File: src/rtl/writeback_pkg.sv
// Shared definitions for the register-file write-back controller.
//   - Source-code constants for the write-back source mux selector.
//   - FSM state encoding (wb_state_e), also used by the debug state output.
//   - classify_src(): maps a 4-bit source code to how the controller must
//     wait before writing (immediate, multiply/divide, shifter, memory) or
//     flags it as illegal.
package writeback_pkg;

  localparam logic [3:0] SRC_LINK   = 4'd0;
  localparam logic [3:0] SRC_FLAG   = 4'd1;
  localparam logic [3:0] SRC_SHIFT  = 4'd2;
  localparam logic [3:0] SRC_HI     = 4'd3;
  localparam logic [3:0] SRC_LO     = 4'd5;
  localparam logic [3:0] SRC_MDR    = 4'd6;
  localparam logic [3:0] SRC_ALUOUT = 4'd7;
  localparam logic [3:0] SRC_BH     = 4'd8;

  typedef enum logic [2:0] {
    IDLE     = 3'd0,
    WAIT_SRC = 3'd1,
    LATCH    = 3'd2,
    WRITE    = 3'd3,
    FAULT    = 3'd4
  } wb_state_e;

  typedef enum logic [2:0] {
    CLS_IMM        = 3'd0,
    CLS_WAIT_MD    = 3'd1,
    CLS_WAIT_SHIFT = 3'd2,
    CLS_WAIT_MEM   = 3'd3,
    CLS_ILLEGAL    = 3'd4
  } src_class_e;

  function automatic src_class_e classify_src(input logic [3:0] src);
    src_class_e cls;
    case (src)
      SRC_LINK, SRC_FLAG, SRC_ALUOUT: cls = CLS_IMM;
      SRC_HI, SRC_LO:                 cls = CLS_WAIT_MD;
      SRC_SHIFT:                      cls = CLS_WAIT_SHIFT;
      SRC_MDR, SRC_BH:                cls = CLS_WAIT_MEM;
      default:                        cls = CLS_ILLEGAL;
    endcase
    return cls;
  endfunction

endpackage

File: src/rtl/writeback_ctrl_if.sv
// Write-back request handshake between the control-unit FSM (master) and
// the write-back controller (slave).
//   req_valid : master presents a request
//   req_ready : slave can accept this cycle
//   req_src   : 4-bit write-back source code
//   req_rd    : 5-bit destination register index
// Handshake: a request transfers on a rising clock edge where
// req_valid && req_ready; req_src/req_rd are only meaningful while
// req_valid is high, and the master holds them until the transfer.
interface writeback_ctrl_if;
  logic       req_valid;
  logic       req_ready;
  logic [3:0] req_src;
  logic [4:0] req_rd;

  modport master (output req_valid, output req_src, output req_rd, input req_ready);
  modport slave  (input req_valid, input req_src, input req_rd, output req_ready);
endinterface

File: src/rtl/wb_timeout_ctr.sv
// Wait-state timeout counter for the write-back controller.
// Ports:
//   clk, reset_n : clock, asynchronous active-low reset
//   clear        : zero the count (asserted when a request is accepted)
//   enable       : count one cycle (asserted while waiting for a source)
//   expired      : count has reached LIMIT; the counter saturates there
// Requires 2**TW > LIMIT.
module wb_timeout_ctr #(
  parameter int LIMIT = 64,
  parameter int TW    = 7
) (
  input  logic clk,
  input  logic reset_n,
  input  logic clear,
  input  logic enable,
  output logic expired
);

  logic [TW-1:0] count;

  assign expired = (count == TW'(LIMIT));

  always_ff @(posedge clk or negedge reset_n) begin
    if (!reset_n) begin
      count <= '0;
    end else if (clear) begin
      count <= '0;
    end else if (enable && !expired) begin
      count <= count + TW'(1);
    end
  end

endmodule

File: src/rtl/writeback_ctrl.sv
// Register-file write-back sequencing controller.
// Accepts one request at a time, drives the write-back source selector,
// waits for the chosen source to hold valid data, then issues a one-cycle
// register write (suppressed for r0).
// Optional build macro: WB_TIMEOUT_EN adds a wait-state timeout that aborts
// a stuck request with err after TIMEOUT_CYCLES cycles in WAIT_SRC.
// Ports:
//   clk, reset_n     : clock, asynchronous active-low reset
//   req (slave)      : request handshake (req_valid/req_ready/req_src/req_rd)
//   flush            : abort a request still waiting (WAIT_SRC/LATCH)
//   md_busy          : HI/LO not yet valid
//   shift_done       : shift result valid (level)
//   mem_rdata_valid  : memory read data valid (level)
//   mdr_load         : one-cycle MDR latch strobe
//   mem_to_reg_sel   : source mux selector, held from acceptance to acceptance
//   reg_write        : one-cycle register-file write enable
//   wb_rd            : destination index qualifying reg_write
//   done / err       : one-cycle retire / fault pulses
//   state_dbg        : current FSM state
module writeback_ctrl
  import writeback_pkg::*;
#(
  parameter int TIMEOUT_CYCLES = 64,
  parameter int TW             = 7
) (
  input  logic             clk,
  input  logic             reset_n,
  writeback_ctrl_if.slave  req,
  input  logic             flush,
  input  logic             md_busy,
  input  logic             shift_done,
  input  logic             mem_rdata_valid,
  output logic             mdr_load,
  output logic [3:0]       mem_to_reg_sel,
  output logic             reg_write,
  output logic [4:0]       wb_rd,
  output logic             done,
  output logic             err,
  output wb_state_e        state_dbg
);

  if (TIMEOUT_CYCLES >= (1 << TW)) begin : g_tw_check
    $error("TW is too narrow to count to TIMEOUT_CYCLES");
  end

  wb_state_e  state;
  src_class_e req_cls;
  src_class_e held_cls;
  logic       accept;
  logic       src_ok;
  logic       timed_out;

  assign state_dbg = state;
  // Ready depends on flush only, never on the request inputs.
  assign req.req_ready = (state == IDLE) && !flush;
  assign accept        = req.req_valid && req.req_ready;
  assign req_cls       = classify_src(req.req_src);
  // The held selector doubles as the record of what we are waiting for.
  assign held_cls      = classify_src(mem_to_reg_sel);

  always_comb begin
    src_ok = 1'b0;
    case (held_cls)
      CLS_WAIT_MD:    src_ok = !md_busy;
      CLS_WAIT_SHIFT: src_ok = shift_done;
      CLS_WAIT_MEM:   src_ok = mem_rdata_valid;
      default:        src_ok = 1'b0;
    endcase
  end

`ifdef WB_TIMEOUT_EN
  wb_timeout_ctr #(
    .LIMIT (TIMEOUT_CYCLES),
    .TW    (TW)
  ) u_timeout (
    .clk     (clk),
    .reset_n (reset_n),
    .clear   (accept),
    .enable  (state == WAIT_SRC),
    .expired (timed_out)
  );
`else
  assign timed_out = 1'b0;
`endif

  // Strobe outputs are registered: they are set on the transition into the
  // state they belong to, so each is high exactly while in that state.
  always_ff @(posedge clk or negedge reset_n) begin
    if (!reset_n) begin
      state          <= IDLE;
      mem_to_reg_sel <= 4'b0000;
      wb_rd          <= 5'd0;
      mdr_load       <= 1'b0;
      reg_write      <= 1'b0;
      done           <= 1'b0;
      err            <= 1'b0;
    end else begin
      mdr_load  <= 1'b0;
      reg_write <= 1'b0;
      done      <= 1'b0;
      err       <= 1'b0;
      case (state)
        IDLE: begin
          if (accept) begin
            mem_to_reg_sel <= req.req_src;
            wb_rd          <= req.req_rd;
            case (req_cls)
              CLS_IMM: begin
                state     <= WRITE;
                reg_write <= (req.req_rd != 5'd0);
                done      <= 1'b1;
              end
              CLS_ILLEGAL: begin
                state <= FAULT;
                err   <= 1'b1;
              end
              default: state <= WAIT_SRC;
            endcase
          end
        end
        WAIT_SRC: begin
          if (flush) begin
            state <= IDLE;
          end else if (src_ok) begin
            // A ready source wins over a timeout expiring the same cycle.
            if (held_cls == CLS_WAIT_MEM) begin
              state    <= LATCH;
              mdr_load <= 1'b1;
            end else begin
              state     <= WRITE;
              reg_write <= (wb_rd != 5'd0);
              done      <= 1'b1;
            end
          end else if (timed_out) begin
            state <= FAULT;
            err   <= 1'b1;
          end
        end
        LATCH: begin
          if (flush) begin
            state <= IDLE;
          end else begin
            state     <= WRITE;
            reg_write <= (wb_rd != 5'd0);
            done      <= 1'b1;
          end
        end
        WRITE:   state <= IDLE;
        FAULT:   state <= IDLE;
        default: state <= IDLE;
      endcase
    end
  end

endmodule

File: src/flat_wrapper.sv
// flat-port wrapper written by rule: the top's interface ports become plain ports
module writeback_ctrl_flat import writeback_pkg::*;
#(
  parameter int TIMEOUT_CYCLES = 64,
  parameter int TW             = 7
)
  (clk, reset_n, flush, md_busy, shift_done, mem_rdata_valid, mdr_load, mem_to_reg_sel, reg_write, wb_rd, done, err, state_dbg, req_req_valid, req_req_src, req_req_rd, req_req_ready);
  writeback_ctrl_if req_i ();
  input  logic clk;
  input  logic reset_n;
  input  logic flush;
  input  logic md_busy;
  input  logic shift_done;
  input  logic mem_rdata_valid;
  output logic mdr_load;
  output logic [3:0] mem_to_reg_sel;
  output logic reg_write;
  output logic [4:0] wb_rd;
  output logic done;
  output logic err;
  output wb_state_e state_dbg;
  input wire logic [$bits(req_i.req_valid)-1:0] req_req_valid;
  input wire logic [$bits(req_i.req_src)-1:0] req_req_src;
  input wire logic [$bits(req_i.req_rd)-1:0] req_req_rd;
  output wire logic [$bits(req_i.req_ready)-1:0] req_req_ready;
  assign req_i.req_valid = req_req_valid;
  assign req_i.req_src = req_req_src;
  assign req_i.req_rd = req_req_rd;
  assign req_req_ready = req_i.req_ready;
  writeback_ctrl #(.TIMEOUT_CYCLES(TIMEOUT_CYCLES), .TW(TW)) u_core (.clk(clk), .reset_n(reset_n), .req(req_i), .flush(flush), .md_busy(md_busy), .shift_done(shift_done), .mem_rdata_valid(mem_rdata_valid), .mdr_load(mdr_load), .mem_to_reg_sel(mem_to_reg_sel), .reg_write(reg_write), .wb_rd(wb_rd), .done(done), .err(err), .state_dbg(state_dbg));
endmodule
File: config.mk
export PLATFORM = sky130hd
export DESIGN_NAME = writeback_ctrl_flat
export DESIGN_NICKNAME = d
export VERILOG_FILES = /design/src/rtl/writeback_pkg.sv /design/src/rtl/writeback_ctrl_if.sv /design/src/rtl/wb_timeout_ctr.sv /design/src/rtl/writeback_ctrl.sv /design/src/flat_wrapper.sv
export SDC_FILE = /design/constraint.sdc
export NUM_CORES = 1
export LEC_CHECK = 0
export BUFFER_PORTS_ARGS = -buffer_cell sky130_fd_sc_hd__buf_2
export CAP_MARGIN = 20
export CORE_MARGIN = 2
export CORE_UTILIZATION = 51
export DETAILED_ROUTE_END_ITERATION = 6
export GPL_TIMING_DRIVEN = 0
export PLACE_DENSITY = 0.9
export SLEW_MARGIN = 15
export SYNTH_ARGS = -nofsm -noshare
export SYNTH_HDL_FRONTEND = slang
export SYNTH_SLANG_ARGS = --single-unit
File: constraint.sdc
create_clock -name clk -period 4.1 [get_ports clk]
set_input_delay 0 -clock clk [delete_from_list [all_inputs] [get_ports clk]]
set_output_delay 0 -clock clk [all_outputs]
set_load 0.02 [all_outputs]
==> results.txt, run 1 <==
* Vias per cell: roughly 5.4
* Gp weighted congestion: about 0.9
- The flow ran to the end, and the final reports show no timing, DRC or antenna violations.
- Counting cells, the worst reg-to-reg path comes to 6.
- Total Power Consumption: slightly above 0.0008 W
- Met1 GRT Util: between 20% and 30%
* Cell with the most instances after synthesis: sky130_fd_sc_hd__dfrtp_1
* Antenna violations before repair: 0
* Total clock sinks: 16
- After detailed routing, the number of remaining DRC violations is 0.
- Aggregate global routing overflow: 0
- Derived from the worst setup path, the maximum achievable clock frequency is approximately 530 MHz.
* Number of buffers inserted by port buffering: 32
* Core area: around 1700 sq um
* Setup repair after global routing missed its margin: no
- Cells with a size suffix above 1 make up between 30% and 40% of the layout.
- Dividing total power by cell area gives a power density of approximately 660 nW/um^2.
- Counting I/O delays and the setup requirement, the final critical path takes roughly 1.9 ns.
- Number of synthesized register bits: 16
- Met3 track demand over resource in global routing: between 3 and 4%
- Insertion delay of the later-clocked pin in the worst-skew pair: about 0.29 ns
* Setup clock skew after layout: ~0.0042 ns
* Number of rows created at floorplan: 15
- Startpoint of the lowest-slack register-to-register path: u_core.mem_to_reg_sel[0]$_DFFE_PN0P_
* Relative area change from synthesis to final layout: 33.42%
- The final hold violation count was 0.
* Via Count: approximately 840
- Global routing used between 40% and 50% of the available met2 tracks.
* Post-route ant nets: 0
* Worst-case headroom to the max-slew limit: 65.90%
* Worst Max-Slew Pin Slew: 0.5043 ns
* Routed wire length: between 2000 and 2500 um
- The synthesized design spends more area on one cell type than any other, namely sky130_fd_sc_hd__dfrtp_1.
- Of the post-synthesis cell area, the dominant cell type holds 43.48%.
- Reg-to-reg endpoint: u_core.state_dbg[1]$_DFFE_PN0P_
- 33 I/O pins were placed.
- Proportion of synthesized chip area in sequential cells: 43.48%
- After filler insertion, the fill cell instance count of the layout stands at approximately 130.
- Cell chosen for the clock root: sky130_fd_sc_hd__clkbuf_4
- Of all nets on the critical path, the largest fanout is 4.
- In this design, the stage delay of the slowest critical-path cell is between 0.3 and 0.4 ns.
* Worst setup path endpoint: u_core.state_dbg[1]$_DFFE_PN0P_
* Largest family of logic cells by synthesized area: simple AND/OR/NAND/NOR gates
- Fraction of the mapped netlist area in compound gates: 14.54%
* Worst Setup SP: u_core.mem_to_reg_sel[0]$_DFFE_PN0P_
* Post-synthesis share of cell area spent on xor and xnor gates: 0%
- Total CTS buffers: 3
- Summed over all cells, the static leakage comes to slightly above 0.6 nW.
- The number of max-slew violations in the final report is 0.
- In the synthesized netlist the dominant register cell turns out to be sky130_fd_sc_hd__dfrtp_1.
- Die outline area: 2161 sq um
* Crit path kind: reg2reg
* Setup Total Neg Slack: 0 ns
- Register-to-register setup slack: 2.23 ns
- The first detailed-routing pass took 4 iterations.
- Measured against the total synthesized area, the mux share comes to between 10% and 20%.
* Clock tree from TritonCTS: done
* H-tree levels: 1
- Critical-path cell with the highest stage delay: sky130_fd_sc_hd__dfrtp_1
- Walking the worst path, the cells encountered are inv_1 > ha_1 > mux2_4 > a22o_1 > a211o_1 > and3_1.
- Counting every instance in the synthesized netlist gives 87.
- Number of warnings issued by yosys: 0
- Via count of the first global-routing pass: roughly 840
- Counting flops with a built-in enable in the synthesized netlist gives 0.
* Post-Synthesis Mean Instance Area: between 10 and 15 sq um
- Critical Path Start Type: flop
- Unique masters post-synth: 30
- After synthesis, the share of flip-flops with an asynchronous set or reset is 100.0%.
- The initial utilization of the core area, before any placement, comes to about 54%.
- The worst path uses between 40% and 50% of the clock period.
- Die height: 46.49 um
- After the last flow step, the layout net total stands at approximately 150.
- Worst hold slack across all endpoints: 0.009255 ns
- The number of nets in the synthesized netlist is about 110.
* Worst path required time: between 4 and 5 ns
- Most frequent cells after synthesis: 16 x sky130_fd_sc_hd__dfrtp_1, 10 x sky130_fd_sc_hd__inv_1, 7 x sky130_fd_sc_hd__mux2_2, 7 x sky130_fd_sc_hd__nor2_1, 7 x sky130_fd_sc_hd__o21ai_0
- Measured along the x axis, the die boundary spans around 46 um.
* Worst IR Drop VDD: approximately 0.47 mV
* Post-synthesis adder-cell area fraction: 8.152%
- After detailed routing, the average wire length per cell comes to ~14 um.
- Global-route wire length before repair: approximately 3500 um
* Critical path endpoint category: flop
- The clock passes through at most 2 buffers.
- Antenna cells: 0
- Area share of and/or/nand/nor cells after synthesis: 17.93%
* Worst min path class: in2reg
* Combined global-route utilization of all metal layers: 22.68%
* Placed wire-length estimate: around 1600 um
- Drt initial violations: 10
- After clock tree synthesis, the clock-pin slew on the worst setup and hold paths is approximately 0.09 ns.
- Signal arrival time at the worst endpoint: about 2.1 ns
* Final number of setup-violating endpoints: 0
- Across the run, the number of max-cap violations was 0.
- The synthesized netlist occupies a cell area of between 900 and 1000 sq um.
* Peak-usage layer in the global routing report: met2
- Entering global routing, the biggest net connects 17 pins.
- Top cells by area, synth: sky130_fd_sc_hd__dfrtp_1 43%, sky130_fd_sc_hd__mux2_2 8.6%, sky130_fd_sc_hd__ha_1 8.2%
## state kept, by name, summed over array words and instances (netlist names)
signal and flops:
u_core.wb_rd 5, u_core.mem_to_reg_sel 4, u_core.state_dbg 3, u_core.done 1, u_core.err 1, u_core.mdr_load 1, u_core.reg_write 1
## cell usage in the layout (no fill, tap or decap), types with 2 or more instances in the layout
cell type / netlist / routed
sky130_fd_sc_hd__nor4b_1: 2 / 2
sky130_fd_sc_hd__dlygate4sd3_1: 0 / 8
sky130_fd_sc_hd__clkbuf_4: 0 / 3
sky130_fd_sc_hd__buf_2: 1 / 33
sky130_fd_sc_hd__ha_1: 6 / 6
sky130_fd_sc_hd__mux2_2: 7 / 7
sky130_fd_sc_hd__dfrtp_1: 16 / 16
sky130_fd_sc_hd__inv_1: 10 / 10
sky130_fd_sc_hd__o21ai_0: 7 / 7
sky130_fd_sc_hd__and3_1: 2 / 2
sky130_fd_sc_hd__or4_1: 2 / 2
sky130_fd_sc_hd__nor3b_1: 3 / 3
sky130_fd_sc_hd__o22ai_1: 2 / 2
sky130_fd_sc_hd__nand2_1: 5 / 5
sky130_fd_sc_hd__nor2_1: 7 / 7
## power by group
group | switching [W] | leakage (nW) | internal, W
Sequential | 0.0000735 | 0.202 | 0.000219
Combinational | 0.000231 | 0.395 | 0.000187
Clock | 0.0000509 | 0.0210 | 0.0000540
## metrics by stage
step	cells	util (%)	area, sq um	setup WS [ns]
6_report	156	71.94	1229	2.226
3_5_place_dp	144	65.13	1112	2.242
2_1_floorplan	87	-	920.9	2.214
5_1_grt	156	71.94	1229	2.137
3_3_place_gp	144	65.13	1112	2.294
4_1_cts	156	71.94	1229	2.225
## layout make-up
| class | instances | area (sq um) | area share, % |
|---|---|---|---|
| buffer | 1 | 5.005 | 0.4073 |
| timing repair buffer | 40 | 240.2 | 19.55 |
| inverter | 10 | 37.54 | 3.055 |
| sequential | 16 | 400.4 | 32.59 |
| tap | 25 | 31.28 | 2.546 |
| clock buffer | 4 | 36.28 | 2.953 |
| multi-input combinational | 60 | 478.0 | 38.90 |
## worst max-delay path, delay by kind of cell (launching register included)
kind | cells | cell delay (ns)
AOI/OAI and AO/OA | 2 | 0.52
adders and majority gates | 1 | 0.31
buffers and inverters | 1 | 0.08
DFF | 1 | 0.39
muxes | 1 | 0.29
and+or+nand+nor | 1 | 0.17
## layer usage
layer / share of wire, % / up-vias / wire [um]
met4: 1.9 / 0 / 41
met3: 3.0 / 4 / 65
li1: - / 404 / -
met1: 41 / 405 / 874
met5: 0 / - / 0
met2: 54 / 26 / 1167
## logic make-up after synthesis
logic type | Yosys count
AND/OR/NAND/NOR | 26
multiplexers | 9
flip-flops | 16
buffers and inverters | 11
AO/OA/AOI/OAI | 19
adder cells (fa/ha/maj) | 6
## worst min-delay path by stage
stage | slack [ns] | to | startpoint | cells past startpoint
CTS | 0.003 | u_core.mem_to_reg_sel[2]$_DFFE_PN0P_ | req_req_src[2] | 2
finish | 0.009 | u_core.mem_to_reg_sel[2]$_DFFE_PN0P_ | req_req_src[2] | 2
floorplan | -0.30 | u_core.done$_DFF_PN0_ | reset_n | 0
global route | 0.03 | u_core.mem_to_reg_sel[2]$_DFFE_PN0P_ | req_req_src[2] | 2
global placement | -0.08 | u_core.mdr_load$_DFF_PN0_ | reset_n | 1
detailed placement | -0.07 | u_core.state_dbg[0]$_DFFE_PN0P_ | reset_n | 1
## timing repair
| item | 4_1_cts | 5_1_grt |
|---|---|---|
| resized for setup | 0 | 0 |
| hold buffers | 8 | 0 |
| hold endpoints to repair | 23 | 0 |
| buffers inserted | 0 | 0 |
Note: power is estimated with default switching activity, not from simulation.
==> inputs of run 2 (changes only) <==
--- a/config.mk
+++ b/config.mk
@@ -5,13 +5,14 @@
 export SDC_FILE = /design/constraint.sdc
 export NUM_CORES = 1
 export LEC_CHECK = 0
+export ABC_AREA = 1
 export BUFFER_PORTS_ARGS = -buffer_cell sky130_fd_sc_hd__buf_2
 export CAP_MARGIN = 20
 export CORE_MARGIN = 2
-export CORE_UTILIZATION = 51
+export CORE_UTILIZATION = 44
 export DETAILED_ROUTE_END_ITERATION = 6
 export GPL_TIMING_DRIVEN = 0
-export PLACE_DENSITY = 0.9
+export PLACE_DENSITY = 0.82
 export SLEW_MARGIN = 15
 export SYNTH_ARGS = -nofsm -noshare
 export SYNTH_HDL_FRONTEND = slang
==> constraint.sdc (replaced) <==
create_clock -name clk -period 1.6 [get_ports clk]
set_input_delay 0 -clock clk [delete_from_list [all_inputs] [get_ports clk]]
set_output_delay 0 -clock clk [all_outputs]
set_load 0.02 [all_outputs]
==> run 2 against run 1 <==
Critical endpoint is now u_core.done$_DFF_PN0_; count of clock-buffer cells in the layout stayed put; clock skew is 0.0020 ns lower; area after synthesis up 9.8%; clock power rose to 2.5 times the previous value; die area up 25%; critical path type unchanged; largest cell class unchanged; highest routed layer unchanged.
==> results.txt, run 2 <==
- The run finished with clean final reports.
- The via count of the first global-routing pass is 866.
- In the synthesized netlist the dominant register cell turns out to be sky130_fd_sc_hd__dfrtp_1.
* Via Count: just under 1000
- Antenna cells: 0
- Reg-to-reg endpoint: u_core.done$_DFF_PN0_
- Fin nets: 195
* Post-Synthesis Mean Instance Area: 7.960 sq um
- Delay of the slowest cell on the worst path: between 0.4 and 0.5 ns
- Number of warnings issued by yosys: 0
- In the synthesized netlist the async set-or-reset flop fraction comes to 100.0%.
- Setup violations remaining at the end of the flow were counted as 0.
- Of all nets on the critical path, the largest fanout is 4.
- Worst hold path startpoint: req_req_src[1]
- No sink is reached through more buffers than the 2 on the longest clock path.
* Number of synthesized register bits: 16
- The congestion estimate from routability-driven global placement came to 0.7800.
- Crit path kind: reg2reg
* Largest Register: u_core.wb_rd
- Hold Path Depth: 3
* Top Family by Delay on Critical Path: simple AND/OR/NAND/NOR gates
* Proportion of layout cells with a drive suffix above 1: 42.44%
* Post-synthesis cell area: just over 1000 sq um
- The worst pin sits at a relative slew slack of roughly three quarters.
* Number of search-and-repair iterations in the first detailed-routing pass: 4
- In this run the biggest area consumer among cell types represents roughly 40% of the synthesized area.
* Signal arrival time at the worst endpoint: 1.70 ns
- Drt initial violations: 11
- Final period util: a little over nine tenths
* Setup clock skew after layout: approximately 0.0022 ns
- In the final layout, the multi-input gates occupy between 500 and 600 sq um.
- DR WL/cell: around 11 um
- Routed wire length: about 2300 um
* Crit path buf inv count: 2
- The biggest area contributor in the post-synthesis netlist is sky130_fd_sc_hd__dfrtp_1.
- The number of nets handed over by synthesis was between 100 and 150.
* Placed wire-length estimate: about 1600 um
- Period minus WS final: 1.526 ns
* Core area: between 2000 and 2500 sq um
- Leak pwr: around 0.80 nW
- By count the netlist is led by 33 x sky130_fd_sc_hd__nand2_1, 23 x sky130_fd_sc_hd__inv_1, 16 x sky130_fd_sc_hd__dfrtp_1.
- Worst Hold Endpoint: u_core.mem_to_reg_sel[1]$_DFFE_PN0P_
- H-tree levels: 1
* Cell chosen for the clock root: sky130_fd_sc_hd__clkbuf_4
- The signal on the critical path passes through inv_1 > ha_4 > buf_4 > nand3_1 > nand2_4 > nand2_4 > nand3_4 > nand3_4 > nand2_2 > o21ai_2.
- Entering global routing, the biggest net connects 17 pins.
- The cell count after synthesis came out at 127.
* Unique masters post-synth: 21
* Clock tree from TritonCTS: done
- The number of antenna violations at the first check in global routing came to 0.
* Starting utilization of the core area: 46.15%
* Proportion of synthesized chip area in sequential cells: 39.60%
- Derived from the worst setup path, the maximum achievable clock frequency is between 600 and 700 MHz.
* Total clock sinks: 16
* Fill cell count: 165
- Critical Path Start Type: flop
* Io pins: 33
* Flip-flop count of the largest register, all copies and words added: 5
* Die height: just over 50 um
* Die outline area: 2697 sq um
- The later pin in the worst-skew pair is clocked with a latency of between 0.2 and 0.3 ns.
* Worst IR Drop VDD: 0.8542 mV
* Relative area change from synthesis to final layout: 38.99%
* Global-route wire length before repair: ~3400 um
- Total CTS buffers: 3
- Cells fill between 60% and 70% of the core in the end.
- Critical path endpoint category: flop
* Power per cell area: ~1800 nW/um^2
- Clock-pin slew was measured on the worst setup and hold paths at roughly 0.090 ns.
- Leading cell type in the layout, fill and taps excluded: sky130_fd_sc_hd__buf_2
- Number of rows created at floorplan: 17
- Using the TritonRoute via totals, the vias-per-cell ratio works out to between 4 and 5.
- Max capacitance violation total: 0
- Startpoint of the lowest-slack register-to-register path: u_core.mem_to_reg_sel[1]$_DFFE_PN0P_
* Combined global-route utilization of all metal layers: between 10% and 20%
- Across all hold checks on the routed design, the worst slack comes to roughly 0.011 ns.
- After synthesis, the cell types taking the most area are sky130_fd_sc_hd__dfrtp_1 40%, sky130_fd_sc_hd__nand2_1 12%, sky130_fd_sc_hd__inv_1 8.5%.
- For flop-to-flop paths, the worst setup slack is roughly 0.074 ns.
- Final-report hold violation count: 0
* Critical-path cell with the highest stage delay: sky130_fd_sc_hd__dfrtp_1
- Worst Max-Slew Pin Slew: approximately 0.36 ns
- Horiz. Die Dim: 51.94 um
- The sequential cells in the finished layout cover a total of approximately 400 sq um.
* Number of max-slew violations in the final report: 0
- Aggregate global routing overflow: 0
* Post-synth EDFFs: 0
- Cell with the most instances after synthesis: sky130_fd_sc_hd__nand2_1
* Worst min path class: in2reg
- Worst path setup slack after routing: 0.07364 ns
* Detailed-route DRC error count: 0
* Post-route ant nets: 0
- Buffers placed on the I/O ports in this run total 32.
- Count of cells along the worst register-to-register path: 10
* Worst path required time: 1.77 ns
* Commonest cells after routing, fill and taps aside: 32 x sky130_fd_sc_hd__buf_2, 27 x sky130_fd_sc_hd__nand2_1, 22 x sky130_fd_sc_hd__inv_1, 16 x sky130_fd_sc_hd__dfrtp_1, 9 x sky130_fd_sc_hd__nand2_2
- Before CTS, the worst setup slack after placement is 0.04539 ns.
-- run 2: worst max-delay path by stage --
stage / start / to / slack [ns] / cells after the start
2_1_floorplan: u_core.mem_to_reg_sel[0]$_DFFE_PN0P_ / u_core.done$_DFF_PN0_ / 0.04 / 10
3_3_place_gp: u_core.mem_to_reg_sel[0]$_DFFE_PN0P_ / u_core.done$_DFF_PN0_ / 0.10 / 10
3_5_place_dp: u_core.mem_to_reg_sel[0]$_DFFE_PN0P_ / u_core.done$_DFF_PN0_ / 0.05 / 10
4_1_cts: u_core.mem_to_reg_sel[0]$_DFFE_PN0P_ / u_core.done$_DFF_PN0_ / 0.03 / 10
5_1_grt: u_core.mem_to_reg_sel[0]$_DFFE_PN0P_ / u_core.state_dbg[1]$_DFFE_PN0P_ / -0.002 / 11
6_report: u_core.mem_to_reg_sel[1]$_DFFE_PN0P_ / u_core.done$_DFF_PN0_ / 0.07 / 10
-- run 2: area by class of cell --
type | instances | area share, %
well taps | 28 | 2.493
plain buffers | 1 | 0.8014
multi-input cells | 85 | 41.67
clock buffers | 4 | 2.582
flip-flops and latches | 16 | 28.50
repair buffers | 41 | 17.28
inverters | 25 | 6.679
-- run 2: metrics by stage --
step           cell area, sq um  power, W  std cells   TNS (ns)
3_3_place_gp               1206  0.001903        187          0
4_1_cts                    1303  0.002228        197          0
2_1_floorplan              1011  0.001627        127          0
3_5_place_dp               1206  0.001956        187          0
6_report                   1405  0.002519        200          0
5_1_grt                    1405  0.002721        200  -0.002355
-- run 2: report_power, final --
part	internal (W)	switching (W)	total [W]
clock network	0.000138	0.000125	0.000263
logic	0.000601	0.000981	0.00158
registers	0.000553	0.000121	0.000674
-- run 2: cells by family (layout without fill, tap and decap cells) --
group,after synthesis,in the layout,share of synthesized area (%)
compound gates,14,14,9.034
flops,16,16,39.60
buf+inv,26,71,10.40
fa+ha+maj,6,6,7.426
simple gates,65,65,33.54
-- run 2: routing by layer --
metal	vias up	GRT usage [%]	part of all wire, %
met5	-	0	0
met3	2	2.299	2.6
met2	17	29.54	54
met1	471	19.85	43
met4	0	8.772	0.70
li1	484	-	-
-- run 2: worst reg2reg max path, cell delays in order, from the launching register on --
cell,delay [ns]
sky130_fd_sc_hd__dfrtp_1,0.42
sky130_fd_sc_hd__inv_1,0.11
sky130_fd_sc_hd__ha_4,0.16
sky130_fd_sc_hd__buf_4,0.10
sky130_fd_sc_hd__nand3_1,0.14
sky130_fd_sc_hd__nand2_4,0.14
sky130_fd_sc_hd__nand2_4,0.06
sky130_fd_sc_hd__nand3_4,0.08
sky130_fd_sc_hd__nand3_4,0.09
sky130_fd_sc_hd__nand2_2,0.08
sky130_fd_sc_hd__o21ai_2,0.04
-- run 2: timing repair --
item / 4_1_cts / 5_1_grt
endpoints found under the setup margin: 0 / 4
resized for setup: 0 / 19
hold endpoints to repair: 21 / 0
buffers inserted: 0 / 3
hold buffers: 6 / 0
==> inputs of run 3 (changes only) <==
--- a/config.mk
+++ b/config.mk
@@ -9,11 +9,14 @@
 export BUFFER_PORTS_ARGS = -buffer_cell sky130_fd_sc_hd__buf_2
 export CAP_MARGIN = 20
 export CORE_MARGIN = 2
-export CORE_UTILIZATION = 44
+export CORE_UTILIZATION = 45
 export DETAILED_ROUTE_END_ITERATION = 6
 export GPL_TIMING_DRIVEN = 0
-export PLACE_DENSITY = 0.82
+export PLACE_DENSITY = 0.83
+export SETUP_SLACK_MARGIN = 0.3
+export SKIP_CTS_REPAIR_TIMING = 1
 export SLEW_MARGIN = 15
 export SYNTH_ARGS = -nofsm -noshare
 export SYNTH_HDL_FRONTEND = slang
+export SYNTH_HIERARCHICAL = 1
 export SYNTH_SLANG_ARGS = --single-unit
==> run 3 against run 2 <==
The run now ends with negative hold slack left; synthesized cell count unchanged; cell area increased by 0.27%; cell count unchanged; clock power hardly changed; routed wire length rose by 1.3%; critical path depth is 1 higher; combinational power fell by 4%; register-to-register slack gained 0.06 ns; critical endpoint is now u_core/state_dbg[0]$_DFFE_PN0P_; clock skew increased by 0.0043 ns; maximum frequency rose by 4.0%; worst setup slack better by 0.059 ns; area after synthesis up 1.2%.
==> results.txt, run 3 <==
* Cell chosen for the clock root: sky130_fd_sc_hd__clkbuf_4
* Combined global-route utilization of all metal layers: 17.27%
- The critical path is of the reg2reg type.
- Dividing the synthesized area by the synthesized cell count gives 8.059 sq um.
* Fraction of synthesized cell area taken by the top area cell type: 39.12%
* Reg-to-reg endpoint: u_core/state_dbg[0]$_DFFE_PN0P_
- The number of different library cells used by synthesis comes to 24.
- Proportion of synthesized area in mux cells: 0%
- Setup violations remaining at the end of the flow were counted as 0.
- Entering global routing, the biggest net connects 17 pins.
- Clock transition at the registers of the reported paths: around 0.09 ns
- Cell with the most instances after synthesis: sky130_fd_sc_hd__nand2_1
* Cell total after placement: approximately 190
- The detail route stage leaves a number of antenna-violating nets equal to 0.
- Total Power Consumption: ~0.0025 W
- For this design the ratio of total power to cell area is 1751 nW/um^2.
- Startpoint of the lowest-slack register-to-register path: u_core/mem_to_reg_sel[1]$_DFFE_PN0P_
- Data on the critical path arrives at its endpoint at ~1.7 ns.
* Number of search-and-repair iterations in the first detailed-routing pass: 5
- Asr flop ratio synth: 100.0%
* Die outline area: 2672 sq um
- For this configuration, the core starts out at a cell density of a little under half.
* Leading cell type in the layout, fill and taps excluded: sky130_fd_sc_hd__buf_2
* Worst hold path startpoint: req_req_src[1]
- Insertion delay of the later-clocked pin in the worst-skew pair: around 0.28 ns
* Via count of the first global-routing pass: around 900
- Core area: 2191 sq um
- The number of clock buffers added by TritonCTS is 3.
- The worst register-to-register path has a depth of 11.
- H-tree levels: 1
- In the final routing, the length of wire on met1 measures between 900 and 1000 um.
- Failing checks: negative hold slack
- Subtracting the final worst setup slack from the clock period gives between 1 and 1.5 ns.
- Final period util: between 90 and 100%
- Via Count: roughly 960
- Yosys printed 6 warnings.
- Most frequent cells after synthesis: 37 x sky130_fd_sc_hd__nand2_1, 16 x sky130_fd_sc_hd__dfrtp_1, 15 x sky130_fd_sc_hd__inv_1
- After Yosys synthesis, and, or, nand and nor cells account for a little over a third of the synthesized area.
* Die height: 51.69 um
- Horiz. Die Dim: ~52 um
- Synthesized netlist net count: between 100 and 150
- Flip-flop count of the largest register, all copies and words added: 5
- Critical path endpoint category: flop
* Placed wire-length estimate: 1691 um
- Vias per cell: between 4 and 5
- Post-synthesis share of cell area spent on xor and xnor gates: 0%
- Derived from the worst setup path, the maximum achievable clock frequency is ~700 MHz.
- Register-to-register setup slack: approximately 0.13 ns
- Post-synthesis adder-cell area fraction: 7.335%
- Commonest cells after routing, fill and taps aside: 32 x sky130_fd_sc_hd__buf_2, 31 x sky130_fd_sc_hd__nand2_1, 13 x sky130_fd_sc_hd__dfrtp_1, 12 x sky130_fd_sc_hd__inv_1
* Worst path required time: 1.78 ns
- Of all cell types, the one taking the most synthesized area is sky130_fd_sc_hd__dfrtp_1.
- Setup clock skew after layout: approximately 0.0065 ns
* Relative area change from synthesis to final layout: 37.65%
- Main flop type after synthesis: sky130_fd_sc_hd__dfrtp_1
- Number of non-filler instances in the completed layout: 200
* Proportion of layout cells with a drive suffix above 1: a little under half
* Top cells by area, synth: sky130_fd_sc_hd__dfrtp_1 39%, sky130_fd_sc_hd__nand2_1 14%, sky130_fd_sc_hd__ha_1 7.3%
- Outcome: finished with violations
- The final hold violation count is 1.
* Worst IR Drop VDD: around 0.81 mV
- For this block, the initial DRC count from the detailed router was 16.
* Post-synth EDFFs: 0
- Fraction of the mapped netlist area in compound gates: approximately 7.7%
* Leak pwr: roughly 0.76 nW
* Global-route wire length before repair: about 3500 um
- Antenna cells: 0
* Setup repair after global routing missed its margin: yes
* Worst path setup slack after routing: roughly 0.13 ns
- After detailed routing, the met2 layer carries roughly 1200 um of wire.
* Gp weighted congestion: between 0.8 and 0.9
- The path with the worst hold slack has its endpoint at u_core/mem_to_reg_sel[1]$_DFFE_PN0P_.
* Critical Path Start Type: flop
- In this run the top signal layer used is met4.
* Number of rows created at floorplan: 17
- Aggregate global routing overflow: 0
* Hold Path Depth: 3
* Number of buffers inserted by port buffering: 32
- Of the synthesized area, sequential elements account for between 30% and 40%.
- Worst Max-Slew Pin Slew: 0.3530 ns
- After detailed routing, the number of remaining DRC violations is 0.
* Post-synthesis cell area: 1023 sq um
* DR WL/cell: 11.52 um
- On the final layout, the worst hold slack is -0.004614 ns.
- The number of max-slew violations in the final report was 0.
* Largest family of logic cells by synthesized area: simple AND/OR/NAND/NOR gates
- Syn Inst Count: between 100 and 150
- In the detailed route, the total length drawn on met3 is about 96 um.
- Setup Total Neg Slack: 0 ns
- TritonCTS built the clock tree.
- The tool flagged a number of max-cap violations equal to 0.
- The final layout contains 195 nets.
- Of all nets on the critical path, the largest fanout is 5.
* Routed wire length: 2304 um
- The number of antenna violations at the first check in global routing is 0.
* Number of synthesized register bits: 16
- Io pins: 33
- Measured against its own limit, the worst slew margin works out to between 70% and 80%.
- OpenSTA, run right after detailed placement, puts the worst setup slack at 0.1353 ns.
- Largest Register: u_core/wb_rd
* Total clock sinks: 16
- Maximum clock path buffer count: 2
- The min-delay analysis places its worst path in the category in2reg.
[run 3: cell types whose count changed in the layout (fill, tap and decap cells not counted), sizes merged, moves of 2 or more]
cell	previous run	this run
a21oi	5	3
dlygate4sd3	6	8
inv	25	21
nand2	38	42
nand3	11	13
nand3b	2	0
[run 3: worst max-delay path, stage by stage (launching register included)]
cell,delay (ns)
sky130_fd_sc_hd__dfrtp_2,0.42
sky130_fd_sc_hd__inv_2,0.05
sky130_fd_sc_hd__ha_4,0.26
sky130_fd_sc_hd__inv_2,0.03
sky130_fd_sc_hd__nand2_2,0.04
sky130_fd_sc_hd__nand3_2,0.09
sky130_fd_sc_hd__nand2_2,0.11
sky130_fd_sc_hd__nand2_2,0.06
sky130_fd_sc_hd__nand2_2,0.09
sky130_fd_sc_hd__nand2_4,0.07
sky130_fd_sc_hd__nor2_4,0.09
sky130_fd_sc_hd__o21ai_2,0.05
[run 3: cell families (layout without fill, tap and decap cells)]
kind of cell    after synthesis  count (layout)
simple gates                 70              70
buf+inv                      23              68
flops                        16              16
compound gates               12              12
fa+ha+maj                     6               6
[run 3: layout make-up]
cell class / count / area (sq um)
well taps: 28 / 35.03
plain buffers: 2 / 26.28
inverters: 21 / 81.33
fillers: 175 / 782.0
flip-flops and latches: 16 / 404.1
clock buffers: 4 / 36.28
multi-input cells: 88 / 578.1
repair buffers: 41 / 247.7
[run 3: how the worst max path moves through the flow]
stage | startpoint | endpoint | slack, ns | depth (start not counted)
floorplan | u_core/mem_to_reg_sel[0]$_DFFE_PN0P_ | u_core/state_dbg[0]$_DFFE_PN0P_ | 0.17 | 11
finish | u_core/mem_to_reg_sel[1]$_DFFE_PN0P_ | u_core/state_dbg[0]$_DFFE_PN0P_ | 0.13 | 11
CTS | u_core/mem_to_reg_sel[1]$_DFFE_PN0P_ | u_core/state_dbg[0]$_DFFE_PN0P_ | 0.12 | 11
global route | u_core/mem_to_reg_sel[0]$_DFFE_PN0P_ | u_core/state_dbg[1]$_DFFE_PN0P_ | 0.06 | 11
global placement | u_core/mem_to_reg_sel[0]$_DFFE_PN0P_ | u_core/state_dbg[0]$_DFFE_PN0P_ | 0.18 | 11
detailed placement | u_core/mem_to_reg_sel[1]$_DFFE_PN0P_ | u_core/state_dbg[0]$_DFFE_PN0P_ | 0.14 | 11
[run 3: stage by stage]
stage	utilization [%]	hold slack [ns]	cell area [sq um]
after global placement	56.31	-0.07704	1234
after CTS	57.97	-0.3893	1270
after detailed placement	56.31	-0.07327	1234
final	64.31	-0.004614	1409
after floorplan	-	-0.2956	1039
after global routing	64.31	0.01967	1409
[run 3: report_power, final]
group	total, W	switching (W)	internal [W]	leakage (nW)
registers	0.000700	0.000142	0.000558	0.203
logic	0.00151	0.000934	0.000572	0.540
clock network	0.000261	0.000123	0.000138	0.0210
[run 3: routing by layer]
metal | track usage (%) | vias up
met4 | 10.09 | 0
met3 | 1.437 | 2
met1 | 19.56 | 439
li1 | - | 487
met2 | 31.41 | 31
met5 | 0 | -
